`src/rtl/comm_mux_pkg.sv`:
```
// Shared constants and state types for the host/console byte multiplexer.
package comm_mux_pkg;

    localparam logic [1:0] OpNop     = 2'b00;
    localparam logic [1:0] OpWrite   = 2'b01;
    localparam logic [1:0] OpSetMask = 2'b10;
    localparam logic [1:0] OpStatus  = 2'b11;

    localparam int unsigned HdrOpMsb  = 7;
    localparam int unsigned HdrOpLsb  = 6;
    localparam int unsigned HdrArgMsb = 5;
    localparam int unsigned HdrArgLsb = 0;

    typedef enum logic [1:0] {PsIdle, PsWrData, PsMaskData} parse_state_e;
    typedef enum logic [1:0] {TxIdle, TxHdr, TxData, TxStat} tx_state_e;

    function automatic logic [7:0] chan_header(input logic [2:0] ch);
        return {OpWrite, 3'b000, ch};
    endfunction

endpackage

```
`src/rtl/comm_mux_arb.sv`:
```
// Round-robin arbiter: searches from the channel after the last grant.
module comm_mux_arb #(
    parameter int unsigned N_CH = 4
) (
    input  logic            clk,
    input  logic            rst,
    input  logic [N_CH-1:0] req,
    input  logic            advance,
    output logic [2:0]      grant,
    output logic            any_valid
);

    logic [2:0] ptr_q, ptr_d;

    always_comb begin
        grant     = ptr_q;
        any_valid = 1'b0;
        // First pass covers ptr..N_CH-1, second pass wraps to 0..ptr-1.
        for (int unsigned ch = 0; ch < N_CH; ch++) begin
            if (!any_valid && req[ch] && (3'(ch) >= ptr_q)) begin
                any_valid = 1'b1;
                grant     = 3'(ch);
            end
        end
        for (int unsigned ch = 0; ch < N_CH; ch++) begin
            if (!any_valid && req[ch] && (3'(ch) < ptr_q)) begin
                any_valid = 1'b1;
                grant     = 3'(ch);
            end
        end
    end

    always_comb begin
        ptr_d = ptr_q;
        if (advance && any_valid) begin
            ptr_d = (grant == 3'(N_CH - 1)) ? 3'd0 : grant + 3'd1;
        end
    end

    always_ff @(posedge clk or posedge rst) begin
        if (rst) ptr_q <= 3'd0;
        else     ptr_q <= ptr_d;
    end

endmodule

```
`src/rtl/comm_mux.sv`:
```
// Host <-> console byte multiplexer: host command parser, per-channel holding bytes, host TX FSM.
// Define COMM_MUX_OVERRUN_EN to add sticky per-channel overrun flags and a second STATUS byte.
module comm_mux
    import comm_mux_pkg::*;
#(
    parameter int unsigned N_CH        = 4,
    parameter int unsigned CMD_TIMEOUT = 4096
) (
    input  logic              clk,
    input  logic              rst,
    input  logic              host_rx_valid,
    input  logic [7:0]        host_rx_data,
    output logic [7:0]        host_tx_data,
    output logic              host_tx_start,
    input  logic              host_tx_done,
    input  logic [N_CH-1:0]   ch_rx_valid,
    input  logic [8*N_CH-1:0] ch_rx_data,
    output logic [7:0]        ch_tx_data,
    output logic [N_CH-1:0]   ch_tx_start,
    input  logic [N_CH-1:0]   ch_tx_done
);

    localparam int unsigned TW = $clog2(CMD_TIMEOUT + 1);

    parse_state_e           ps_q, ps_d;
    logic [5:0]             arg_q, arg_d;
    logic [TW-1:0]          timer_q, timer_d;
    logic [N_CH-1:0]        read_mask_q, read_mask_d;
    logic [N_CH-1:0]        busy_q, busy_d;
    logic [N_CH-1:0]        ch_tx_start_q, ch_tx_start_d;
    logic [7:0]             ch_tx_data_q, ch_tx_data_d;
    logic                   status_pend_q, status_pend_d;
    logic                   status_set, wr_ok;
    logic [7:0]             busy_ext;

    tx_state_e              tx_q, tx_d;
    logic [7:0]             host_tx_data_q, host_tx_data_d;
    logic                   host_tx_start_q, host_tx_start_d;
    logic [7:0]             pair_data_q, pair_data_d;
    logic [N_CH-1:0]        hold_full_q, hold_full_d;
    logic [N_CH-1:0][7:0]   hold_data_q, hold_data_d;
    logic [N_CH-1:0]        free;
    logic                   advance, launch_next, any_valid;
    logic [2:0]             grant;
    logic [7:0]             grant_data;

`ifdef COMM_MUX_OVERRUN_EN
    logic [N_CH-1:0]        ovr_q, ovr_d, ovr_set;
    logic                   stat2_q, stat2_d, ovr_clear;
`endif

    comm_mux_arb #(.N_CH(N_CH)) u_arb (
        .clk       (clk),
        .rst       (rst),
        .req       (hold_full_q),
        .advance   (advance),
        .grant     (grant),
        .any_valid (any_valid)
    );

    assign busy_ext = 8'(busy_q);
    assign wr_ok    = (arg_q < 6'(N_CH)) && !busy_ext[arg_q[2:0]];

    // Host command parser.
    always_comb begin
        ps_d          = ps_q;
        arg_d         = arg_q;
        timer_d       = timer_q;
        read_mask_d   = read_mask_q;
        ch_tx_start_d = '0;
        ch_tx_data_d  = ch_tx_data_q;
        status_set    = 1'b0;
        busy_d        = busy_q & ~ch_tx_done;
        unique case (ps_q)
            PsIdle: begin
                if (host_rx_valid) begin
                    timer_d = '0;
                    arg_d   = host_rx_data[HdrArgMsb:HdrArgLsb];
                    unique case (host_rx_data[HdrOpMsb:HdrOpLsb])
                        OpWrite:   ps_d = PsWrData;
                        OpSetMask: ps_d = PsMaskData;
                        OpStatus:  status_set = 1'b1;
                        default:   ;
                    endcase
                end
            end
            PsWrData, PsMaskData: begin
                // A byte in the expiry cycle still counts as the payload.
                if (host_rx_valid) begin
                    ps_d = PsIdle;
                    if (ps_q == PsMaskData) begin
                        read_mask_d = host_rx_data[N_CH-1:0];
                    end else if (wr_ok) begin
                        ch_tx_data_d = host_rx_data;
                        for (int unsigned ch = 0; ch < N_CH; ch++) begin
                            if (3'(ch) == arg_q[2:0]) begin
                                ch_tx_start_d[ch] = 1'b1;
                                busy_d[ch]        = 1'b1;
                            end
                        end
                    end
                end else if (timer_q == TW'(CMD_TIMEOUT - 1)) begin
                    ps_d = PsIdle;
                end else begin
                    timer_d = timer_q + 1'b1;
                end
            end
            default: ps_d = PsIdle;
        endcase
    end

    always_comb begin
        grant_data = '0;
        for (int unsigned ch = 0; ch < N_CH; ch++) begin
            if (3'(ch) == grant) grant_data = hold_data_q[ch];
        end
    end

    // Host TX FSM: one byte in flight at a time, pairs never interleaved.
    always_comb begin
        tx_d            = tx_q;
        host_tx_start_d = 1'b0;
        host_tx_data_d  = host_tx_data_q;
        pair_data_d     = pair_data_q;
        status_pend_d   = status_pend_q;
        free            = '0;
        advance         = 1'b0;
        launch_next     = 1'b0;
`ifdef COMM_MUX_OVERRUN_EN
        stat2_d         = stat2_q;
        ovr_clear       = 1'b0;
`endif
        unique case (tx_q)
            TxIdle: launch_next = 1'b1;
            TxHdr: begin
                if (host_tx_done) begin
                    tx_d            = TxData;
                    host_tx_start_d = 1'b1;
                    host_tx_data_d  = pair_data_q;
                end
            end
            TxData: launch_next = host_tx_done;
            TxStat: begin
`ifdef COMM_MUX_OVERRUN_EN
                if (host_tx_done && stat2_q) begin
                    host_tx_start_d = 1'b1;
                    host_tx_data_d  = 8'(ovr_q);
                    stat2_d         = 1'b0;
                    ovr_clear       = 1'b1;
                end else begin
                    launch_next = host_tx_done;
                end
`else
                launch_next = host_tx_done;
`endif
            end
            default: tx_d = TxIdle;
        endcase
        if (launch_next) begin
            tx_d = TxIdle;
            if (status_pend_q) begin
                tx_d            = TxStat;
                host_tx_start_d = 1'b1;
                host_tx_data_d  = 8'(read_mask_q);
                status_pend_d   = 1'b0;
`ifdef COMM_MUX_OVERRUN_EN
                stat2_d         = 1'b1;
`endif
            end else if (any_valid) begin
                tx_d            = TxHdr;
                host_tx_start_d = 1'b1;
                host_tx_data_d  = chan_header(grant);
                pair_data_d     = grant_data;
                advance         = 1'b1;
                for (int unsigned ch = 0; ch < N_CH; ch++) begin
                    if (3'(ch) == grant) free[ch] = 1'b1;
                end
            end
        end
        if (status_set) status_pend_d = 1'b1;
    end

    // Holding bytes: a fresh byte wins over the free issued by a header start.
    always_comb begin
        hold_full_d = hold_full_q & ~free;
        hold_data_d = hold_data_q;
`ifdef COMM_MUX_OVERRUN_EN
        ovr_set     = '0;
`endif
        for (int unsigned ch = 0; ch < N_CH; ch++) begin
            if (ch_rx_valid[ch] && read_mask_q[ch]) begin
                hold_full_d[ch] = 1'b1;
                hold_data_d[ch] = ch_rx_data[8*ch +: 8];
`ifdef COMM_MUX_OVERRUN_EN
                if (hold_full_q[ch] && !free[ch]) ovr_set[ch] = 1'b1;
`endif
            end
        end
`ifdef COMM_MUX_OVERRUN_EN
        ovr_d = (ovr_clear ? '0 : ovr_q) | ovr_set;
`endif
    end

    always_ff @(posedge clk or posedge rst) begin
        if (rst) begin
            ps_q            <= PsIdle;
            arg_q           <= '0;
            timer_q         <= '0;
            read_mask_q     <= '0;
            busy_q          <= '0;
            ch_tx_start_q   <= '0;
            ch_tx_data_q    <= '0;
            status_pend_q   <= 1'b0;
            tx_q            <= TxIdle;
            host_tx_data_q  <= '0;
            host_tx_start_q <= 1'b0;
            pair_data_q     <= '0;
            hold_full_q     <= '0;
            hold_data_q     <= '0;
`ifdef COMM_MUX_OVERRUN_EN
            ovr_q           <= '0;
            stat2_q         <= 1'b0;
`endif
        end else begin
            ps_q            <= ps_d;
            arg_q           <= arg_d;
            timer_q         <= timer_d;
            read_mask_q     <= read_mask_d;
            busy_q          <= busy_d;
            ch_tx_start_q   <= ch_tx_start_d;
            ch_tx_data_q    <= ch_tx_data_d;
            status_pend_q   <= status_pend_d;
            tx_q            <= tx_d;
            host_tx_data_q  <= host_tx_data_d;
            host_tx_start_q <= host_tx_start_d;
            pair_data_q     <= pair_data_d;
            hold_full_q     <= hold_full_d;
            hold_data_q     <= hold_data_d;
`ifdef COMM_MUX_OVERRUN_EN
            ovr_q           <= ovr_d;
            stat2_q         <= stat2_d;
`endif
        end
    end

    assign host_tx_data  = host_tx_data_q;
    assign host_tx_start = host_tx_start_q;
    assign ch_tx_data    = ch_tx_data_q;
    assign ch_tx_start   = ch_tx_start_q;

endmodule

```
`config.mk`:
```
export PLATFORM = sky130hd
export DESIGN_NAME = comm_mux
export DESIGN_NICKNAME = d
export VERILOG_FILES = /design/src/rtl/comm_mux_pkg.sv /design/src/rtl/comm_mux_arb.sv /design/src/rtl/comm_mux.sv
export SDC_FILE = /design/constraint.sdc
export NUM_CORES = 1
export LEC_CHECK = 0
export BUFFER_PORTS_ARGS = -buffer_cell sky130_fd_sc_hd__buf_2
export CORE_MARGIN = 3
export CORE_UTILIZATION = 58
export CTS_BUF_LIST = sky130_fd_sc_hd__clkbuf_16
export CTS_CLUSTER_DIAMETER = 200
export CTS_CLUSTER_SIZE = 8
export DETAILED_ROUTE_END_ITERATION = 12
export HOLD_SLACK_MARGIN = 0.02
export PLACE_DENSITY = 0.83
export SETUP_SLACK_MARGIN = 0.2
export SLEW_MARGIN = 10
export SYNTH_ARGS = -nofsm -noshare
export SYNTH_HDL_FRONTEND = slang
export SYNTH_HIERARCHICAL = 1
export SYNTH_SLANG_ARGS = --single-unit
```
`constraint.sdc`:
```
create_clock -name clk -period 6 [get_ports clk]
set_clock_uncertainty 0.1 [all_clocks]
set_input_delay 1.2 -clock clk [delete_from_list [all_inputs] [get_ports clk]]
set_output_delay 1.2 -clock clk [all_outputs]
set_load 0.005 [all_outputs]
```
* Word-level counts from Yosys, hierarchy flattened *
Index checks and enable logic that the tools add are counted.

storage, ports and cells
  register bits = 100
  input port bits = 52
  logic and storage cells = 186

cells by class
  add/subtract/negate cells = 2
  magnitude comparators = 10
  equality and inequality tests = 21
  muxes and demuxes = 83
  bitwise logic cells = 6
  reductions and logical operators = 46

operators by type and width
  kind                                                    count
  2-to-1 mux 8 bit                                        9
  2-to-1 mux 4 bit                                        11
  2-to-1 mux 1 bit                                        39
  2-to-1 mux 13 bit                                       3
  2-to-1 mux 3 bit                                        9
  one-hot mux 13 bit (2 select lines)                     1
  logical AND 1 bit                                       21
  2-to-1 mux 2 bit                                        7
  adder 13 x 1 -> 13 bit (second input constant)          1
  equality test 13 x 12 -> 1 bit (second input constant)  1
  equality test 2 x 3 -> 1 bit (first input constant)     4
  equality test 2 bit (second input constant)             5
  AND reduction 3 bit                                     3
  AND 4 bit                                               2
  logical NOT 1 bit                                       8
  inverter 4 bit                                          2
  one-hot mux 2 bit (2 select lines)                      2
  AND reduction 4 bit                                     2
  nonzero test 2 bit                                      4
  equality test 1 x 3 -> 1 bit (first input constant)     2
  equality test 2 x 1 -> 1 bit (second input constant)    3
  >= comparator 1 x 3 -> 1 bit (first input constant)     2
  >= comparator 2 x 3 -> 1 bit (first input constant)     2
  logical NOT 3 bit                                       2
  other kinds (15)                                        23

* Longest topological paths before layout *
Gate-level depths: netlist (run 1).

  depth in word-level cells = 39
  mapped depth = 9
  depth with buffers taken out = 8

* By module *
Netlist (run 1), hierarchy kept.

by module, submodules not included
  module        instances  cells each  area an instance (µm²)  seq. area each (µm²)
  comm_mux      1          351         4395.5                  2427.3
  comm_mux_arb  1          36          304.0                   75.1

* Least setup slack after synthesis (run 1) *
Ideal clock, no wire load.

  path type = input to register
  from = input port host_tx_done
  to = register u_arb.ptr_q[1]
  arrival time = 2.315 ns
  required time = 5.775 ns
  setup slack = 3.460 ns
  cell stages on the path = 6
  buffers on the path = 1
  cells stage by stage = and2_1 o211ai_1 clkbuf_1 inv_1 nand2_4 mux2_4

between the ends
  longest elaborated chain between the ends = 3

RTL lines
  what                                line                RTL
  from (decl)                         comm_mux.sv:15      input logic host_tx_done,
  one-hot mux 1 bit (2 select lines)  comm_mux.sv:133     unique case (tx_q)
  2-to-1 mux 1 bit                    comm_mux.sv:159     if (launch_next) begin
  named net advance                   comm_mux.sv:43      logic advance, launch_next, any_valid;
  logical AND 1 bit                   comm_mux_arb.sv:35  if (advance && any_valid) begin
  to (signal assigned)                comm_mux_arb.sv:42  else ptr_q <= ptr_d;
  to (decl)                           comm_mux_arb.sv:13  logic [2:0] ptr_q, ptr_d;

The timed path passes the listed nets, and every way through them passes these cells.
A chain may end at the register's enable or synchronous reset.

* Worst setup path in the final report (run 1) *
  from = input port host_rx_valid
  to = register timer_q[5]

between the ends
  longest elaborated chain between the ends = 2

RTL lines
  what                                    line             RTL
  from (decl)                             comm_mux.sv:11   input logic host_rx_valid,
  != test 2 bit (no source line)          -
  AND reduction 4 bit (no source line) *  -
  to (signal assigned)                    comm_mux.sv:227  timer_q <= timer_d;
  to (decl)                               comm_mux.sv:27   logic [TW-1:0] timer_q, timer_d;

Mark *: on every way between the ends. The rest lies on a longest branch, timed or not.

==> impl_metrics.env, run 1 <==
export IMPL_cp_max_fo=17
export IMPL_setup_viol=0
export IMPL_htreeDepth=3
export IMPL_synth_largest_area_cell="dfrtp_1"
export IMPL_antenna_found_initial=0
export IMPL_clk_latency_ns=0.34
export IMPL_finalSetupTns_ns=0
export IMPL_cts_tree="yes"
export IMPL_postPlaceCellArea_mm2=0.00513
export IMPL_post_cts_setup_buffers=0
export IMPL_wl_per_cell_um=17.7
export IMPL_max_cap_viol_count=0
export IMPL_relSlewSlack_pct=32.5
export IMPL_peakVddDrop_uv=195
export IMPL_die_x_um=96.0
export IMPL_fin_nets=518
export IMPL_fmax_mhz=364
export IMPL_vias=3381
export IMPL_finalHoldViolCount=0
export IMPL_core_area_mm2=0.00781
export IMPL_synth_area_leaders="dfrtp_1 (53%), mux2_2 (13%), mux4_2 (4.3%)"
export IMPL_synth_area_mm2=0.00470
export IMPL_detailedPlacementHpwl_mm=6.95
export IMPL_ys_types=58
export IMPL_postSynthCellCount=387
export IMPL_stdcell_area_mm2=0.00543
export IMPL_globalplace_congestion=0.904
export IMPL_post_synth_top_area_fraction_pct=53.2
export IMPL_wl_mm=10.1
export IMPL_cts_sinks=100
export IMPL_ys_flop_type="dfrtp_1"
export IMPL_ant_nets=0
export IMPL_fillerInstances=542
export IMPL_numCtsBuffers=9
export IMPL_final_util_pct=69.6
export IMPL_cts_buffer_depth=2
export IMPL_path_clk_slew_ns=0.08
export IMPL_grt_first_pass_wirelength_mm=16.1
export IMPL_drive_gt1_share_pct=36.1
export IMPL_grt_pass1_vias=3312
export IMPL_required_ns=6.16
export IMPL_synth_edf_count=0
export IMPL_rows=32
export IMPL_grt_max_degree=63
export IMPL_syn_area_per_cell_um2=12.1
export IMPL_worst_pin_slew_ns=1.01
export IMPL_die_area_mm2=0.00922
export IMPL_dr_pass1_iters=4
export IMPL_power_mw=2.74
export IMPL_io_pins=73
export IMPL_synthArstFlopShare_pct=100
export IMPL_initial_core_util_pct=60.2
export IMPL_root_buffer="clkbuf_16"
export IMPL_synth_seq_cells=100
export IMPL_slew_viol_final=0
export IMPL_first_iter_violations=207
export IMPL_syn_to_final_growth_pct=15.6
export IMPL_arrival_ns=2.90
export IMPL_p_leak_nw=2.55
export IMPL_worstSetupPathType="in -> reg"
export IMPL_die_h_um=96.0
export IMPL_pre_cts_ws_ns=2.94
export IMPL_cts_resized=0
export IMPL_fin_ws_ns=3.26
export IMPL_period_needed_ns=2.74
export IMPL_synth_fp_nets=445
export IMPL_startpoint_type="input port"
export IMPL_io_buffers=72
export IMPL_hp_class="reg -> reg"
export IMPL_power_density_mw_per_mm2=505
export IMPL_seq_area_frac_synth_pct=53.2
export IMPL_viasPerCell=5.95
export IMPL_cp_end_kind="flop"
export IMPL_period_share_pct=45.7
export IMPL_hold_buffers=0
export IMPL_grt_ovfl_total=0
export IMPL_drc=0
export IMPL_status="finished, final reports clean"
export IMPL_grt_usage_pct=22.9
export IMPL_rsz0062_at_grt="false"
export IMPL_ys_warn_count=6
[path summary, 6_finish.rpt]
path                                     startpoint  cells past startpoint                          to  slack [ns]
min in group asynchronous                       rst                      2  u_arb/ptr_q[1]$_DFFE_PP0P_        0.63
hold reg to reg                 busy_q[3]$_DFF_PP0_                      1         busy_q[3]$_DFF_PP0_        0.38
hold / removal                  busy_q[3]$_DFF_PP0_                      1         busy_q[3]$_DFF_PP0_        0.38
max in group asynchronous                       rst                      3      timer_q[3]$_DFFE_PP0P_        3.83
setup reg to reg           hold_full_q[2]$_DFF_PP0_                      6  pair_data_q[5]$_DFFE_PP0P_        3.35
setup / recovery                      host_rx_valid                      5      timer_q[5]$_DFFE_PP0P_        3.26
[layout make-up]
cell class / instances / area (µm²) / area share, %
repair buffers: 75 / 383 / 7.05
inverters: 14 / 53.8 / 0.990
multi-input cells: 260 / 2070 / 38.0
well taps: 102 / 128 / 2.35
flip-flops and latches: 100 / 2500 / 46.1
diodes: 1 / 2.50 / 0.0461
clock inverters: 7 / 71.3 / 1.31
clock buffers: 9 / 225 / 4.15
[cells by family after synthesis]
logic type               after synthesis  share of synthesized area (%)
flip-flops                           100                           53.2
multiplexers                          70                           18.8
AO/OA/AOI/OAI                         72                           10.1
AND/OR/NAND/NOR                      112                           13.5
adder cells (fa/ha/maj)                6                           1.60
buffers and inverters                 27                           2.77
[Yosys cell counts (all sizes together), types with 3 or more instances]
master,n
mux2i,7
dfrtp,100
nand2b,12
mux4,9
nand4,4
nor2,14
o21ai,22
nor3b,4
o22ai,7
nand2,36
o41ai,3
o211ai,3
inv,14
and4,4
or4,9
clkbuf,5
ha,6
mux2,54
o31ai,10
a21oi,14
nand3,8
and3,3
buf,8
a21o,3
[worst max-delay path, stage by stage]
cell,delay [ns]
buf_2,0.17
and3b_1,0.45
nor2_1,0.32
or4_1,0.58
a21oi_1,0.17
[layout by cell type, fill, tap and decap left out, drive strengths merged, types with 6 or more instances in the layout]
master    n
mux4      9
o22ai     7
clkinv    6
o21ai    22
nand2b   12
nand2    36
nand3     8
inv      15
clkbuf    9
a21oi    14
dfrtp   100
o31ai    10
buf      75
or4       9
mux2i     7
ha        6
mux2     54
nor2     14
[where the power goes]
group | switching, mW | leakage [nW] | internal [mW]
logic | 0.513 | 1.15 | 0.546
clock network | 0.277 | 0.145 | 0.292
registers | 0.184 | 1.25 | 0.932
total | 0.974 | 2.55 | 1.77
[per-layer routing]
layer	routed length, µm	vias to the layer above	GRT usage [%]	share of wire [%]
met4	180	0	8.06	1.8
met5	0	-	0	0
met3	522	16	5.08	5.2
met1	4220	1702	31.1	42
li1	-	1580	-	-
met2	5150	83	36.5	51
[per-stage QoR]
stage | cells | hold WS [ns]
floorplan | 387 | 0.344
global placement | 551 | 0.360
detailed placement | 551 | 0.368
CTS | 567 | 0.385
global route | 567 | 0.394
finish | 568 | 0.385
[sequential cells by signal, summed over array words and instances (netlist names)]
signal and count:
read_mask_q 4, ch_tx_start 4, arg_q 6, timer_q 13, u_arb/ptr_q 3, status_pend_q 1, ch_tx_data 8, pair_data_q 8
hold_data_q 32, ps_q 2, host_tx_data 8, busy_q 4, tx_q 2, host_tx_start 1, hold_full_q 4
Power figures use the tool's default switching activity.
==> inputs of run 2 (changes only) <==
Settings changed: CORE_UTILIZATION 58 to 51, PLACE_DENSITY 0.83 to 0.78.
Clock period 6 ns to 2.25 ns, I/O delays scaled along.
==> run 2 against run 1 <==
Sequential cell count is the same. Critical endpoint is now pair_data_q[5]$_DFFE_PP0P_. Combinational power grew to 3.4 times the previous value. Sequential power grew to 2.7 times the previous value. Cell count grew 4.9%. Design area grew 7.0%. Largest cell class unchanged. The flow now finishes with violations (negative setup slack). Highest routed layer unchanged. Global-route usage shrank 1.0 points. Critical path depth grew 1. Clock-buffer cell count is the same. Sequential share of layout area shrank 2.9 points. Non-clock buffer count grew 22. Hold slack lost 0.20 ns.
==> impl_metrics.env, run 2 (synthesis results as in run 1) <==
export IMPL_status="finished, violations left"
export IMPL_violations="negative setup slack"
export IMPL_root_buffer="clkbuf_16"
export IMPL_period_needed_ns=2.28
export IMPL_power_density_mw_per_mm2=1400
export IMPL_largest_register="hold_data_q"
export IMPL_grt_first_pass_wirelength_mm=17.8
export IMPL_rows=34
export IMPL_final_cell_mix="dfrtp_1 (96), buf_2 (72), mux2_2 (53)"
export IMPL_max_stage_delay_ns=0.56
export IMPL_grt_usage_pct=21.9
export IMPL_wl_per_cell_um=18.7
export IMPL_seqCellArea_mm2=0.00251
export IMPL_worst_path_buf_inv=0
export IMPL_wl_mm=11.1
export IMPL_fin_nets=541
export IMPL_detailedPlacementHpwl_mm=7.07
export IMPL_fin_ws_ns=-0.0309
export IMPL_antenna_found_initial=0
export IMPL_fillerInstances=639
export IMPL_mostFrequentLayoutCell="dfrtp_1"
export IMPL_whs_ns=0.188
export IMPL_grt_pass1_vias=3660
export IMPL_power_mw=8.15
export IMPL_finalHoldViolCount=0
export IMPL_fmax_mhz=438
export IMPL_cp_max_fo=6
export IMPL_cp_end_kind="flop"
export IMPL_globalplace_congestion=0.819
export IMPL_multi_input_area_mm2=0.00222
export IMPL_pre_cts_ws_ns=-0.0188
export IMPL_grt_max_degree=98
export IMPL_cpMaxStageDelayCell="or4_4"
export IMPL_relSlewSlack_pct=61.0
export IMPL_initial_core_util_pct=53.1
export IMPL_min_delay_start="ch_tx_done[1]"
export IMPL_peakVddDrop_uv=687
export IMPL_cts_tree="yes"
export IMPL_hp_class="in -> reg"
export IMPL_path_clk_slew_ns=0.07
export IMPL_drc=0
export IMPL_period_share_pct=101
export IMPL_io_pins=73
export IMPL_postPlaceCellArea_mm2=0.00526
export IMPL_p_leak_nw=2.70
export IMPL_dr_pass1_iters=5
export IMPL_dp_cells=569
export IMPL_vias=3518
export IMPL_cts_sinks=100
export IMPL_crit_start="hold_full_q[2]$_DFF_PP0_"
export IMPL_htreeDepth=3
export IMPL_cts_buffer_depth=2
export IMPL_worstReg2RegStart="hold_full_q[2]$_DFF_PP0_"
export IMPL_cp_top_family="simple AND/OR/NAND/NOR gates"
export IMPL_grt_ovfl_total=0
export IMPL_largest_register_ffs=32
export IMPL_antenna_cells=0
export IMPL_die_area_mm2=0.0104
export IMPL_io_buffers=72
export IMPL_drive_gt1_share_pct=44.5
export IMPL_setup_viol=2
export IMPL_reg_largest_list="hold_data_q x32, timer_q x13"
export IMPL_first_iter_violations=343
export IMPL_clk_latency_ns=0.34
export IMPL_syn_to_final_growth_pct=23.7
export IMPL_ant_nets=0
export IMPL_rsz0062_at_grt="true"
export IMPL_final_cell_count_no_fill=596
export IMPL_final_util_pct=65.7
export IMPL_worstSetupPathType="reg -> reg"
export IMPL_numCtsBuffers=9
export IMPL_die_x_um=102
export IMPL_viasPerCell=5.90
export IMPL_worst_pin_slew_ns=0.579
export IMPL_slew_viol_final=0
export IMPL_core_area_mm2=0.00885
export IMPL_arrival_ns=2.41
export IMPL_die_h_um=102
export IMPL_stdcell_area_mm2=0.00581
export IMPL_required_ns=2.37
export IMPL_max_cap_viol_count=0
export IMPL_startpoint_type="flop"
export IMPL_crit_chain="nor2b_4, or4_4, o211ai_4, mux4_2, nand2b_1, o21ai_1"
export IMPL_finalSetupTns_ns=-0.0352
## run 2: cell count changes in the layout (fill, tap and decap cells not counted), sizes merged
cell         change
diode            -1
clkbuf           +1
bufinv           +1
clkinvlp         +1
clkinv           -2
buf             +20
dlygate4sd3      +1
o211ai           +1
## run 2: layer usage
metal | share of wire, % | vias up | GRT usage (%) | wire [µm]
met5 | 0 | - | 0 | 0
li1 | - | 1616 | - | -
met1 | 42 | 1750 | 29.0 | 4690
met4 | 1.7 | 0 | 6.56 | 187
met2 | 50 | 133 | 35.7 | 5530
met3 | 6.5 | 19 | 5.53 | 724
## run 2: timing repair
item	in CTS	in global routing
setup endpoints to repair	33	27
cloned	1	1
pin swaps	0	13
gates resized for setup	16	28
endpoints found under the hold margin	3	0
buffers inserted	4	4
hold buffers	1	0
## run 2: cell type report
type	instances	share of cell area, %
clock inverter	7	1.46
clock buffer	9	3.87
multi-input combinational	261	38.2
sequential	100	43.1
timing repair buffer	97	10.0
inverter	14	0.969
tap	108	2.32
## run 2: final timing paths
| check | endpoint | slack (ns) | cells after the start |
|---|---|---|---|
| max reg2reg | pair_data_q[5]$_DFFE_PP0P_ | -0.03 | 6 |
| min | busy_q[1]$_DFF_PP0_ | 0.19 | 2 |
| min in group asynchronous | u_arb/ptr_q[0]$_DFFE_PP0P_ | 0.47 | 3 |
| max in group asynchronous | arg_q[0]$_DFFE_PP0P_ | 0.89 | 4 |
| min reg2reg | busy_q[3]$_DFF_PP0_ | 0.39 | 1 |
| max | pair_data_q[5]$_DFFE_PP0P_ | -0.03 | 6 |
## run 2: worst register-to-register path, delay by kind of cell, from the launching register on
family / cells / cell delay [ns]
flops: 1 / 0.44
compound gates: 2 / 0.28
mux: 1 / 0.56
simple gates: 3 / 0.79
## run 2: power by group
group	total, mW	internal, mW	switching [mW]	leakage, nW
combinational	3.56	1.90	1.66	1.30
sequential	2.99	2.49	0.501	1.24
clock	1.59	0.880	0.712	0.151
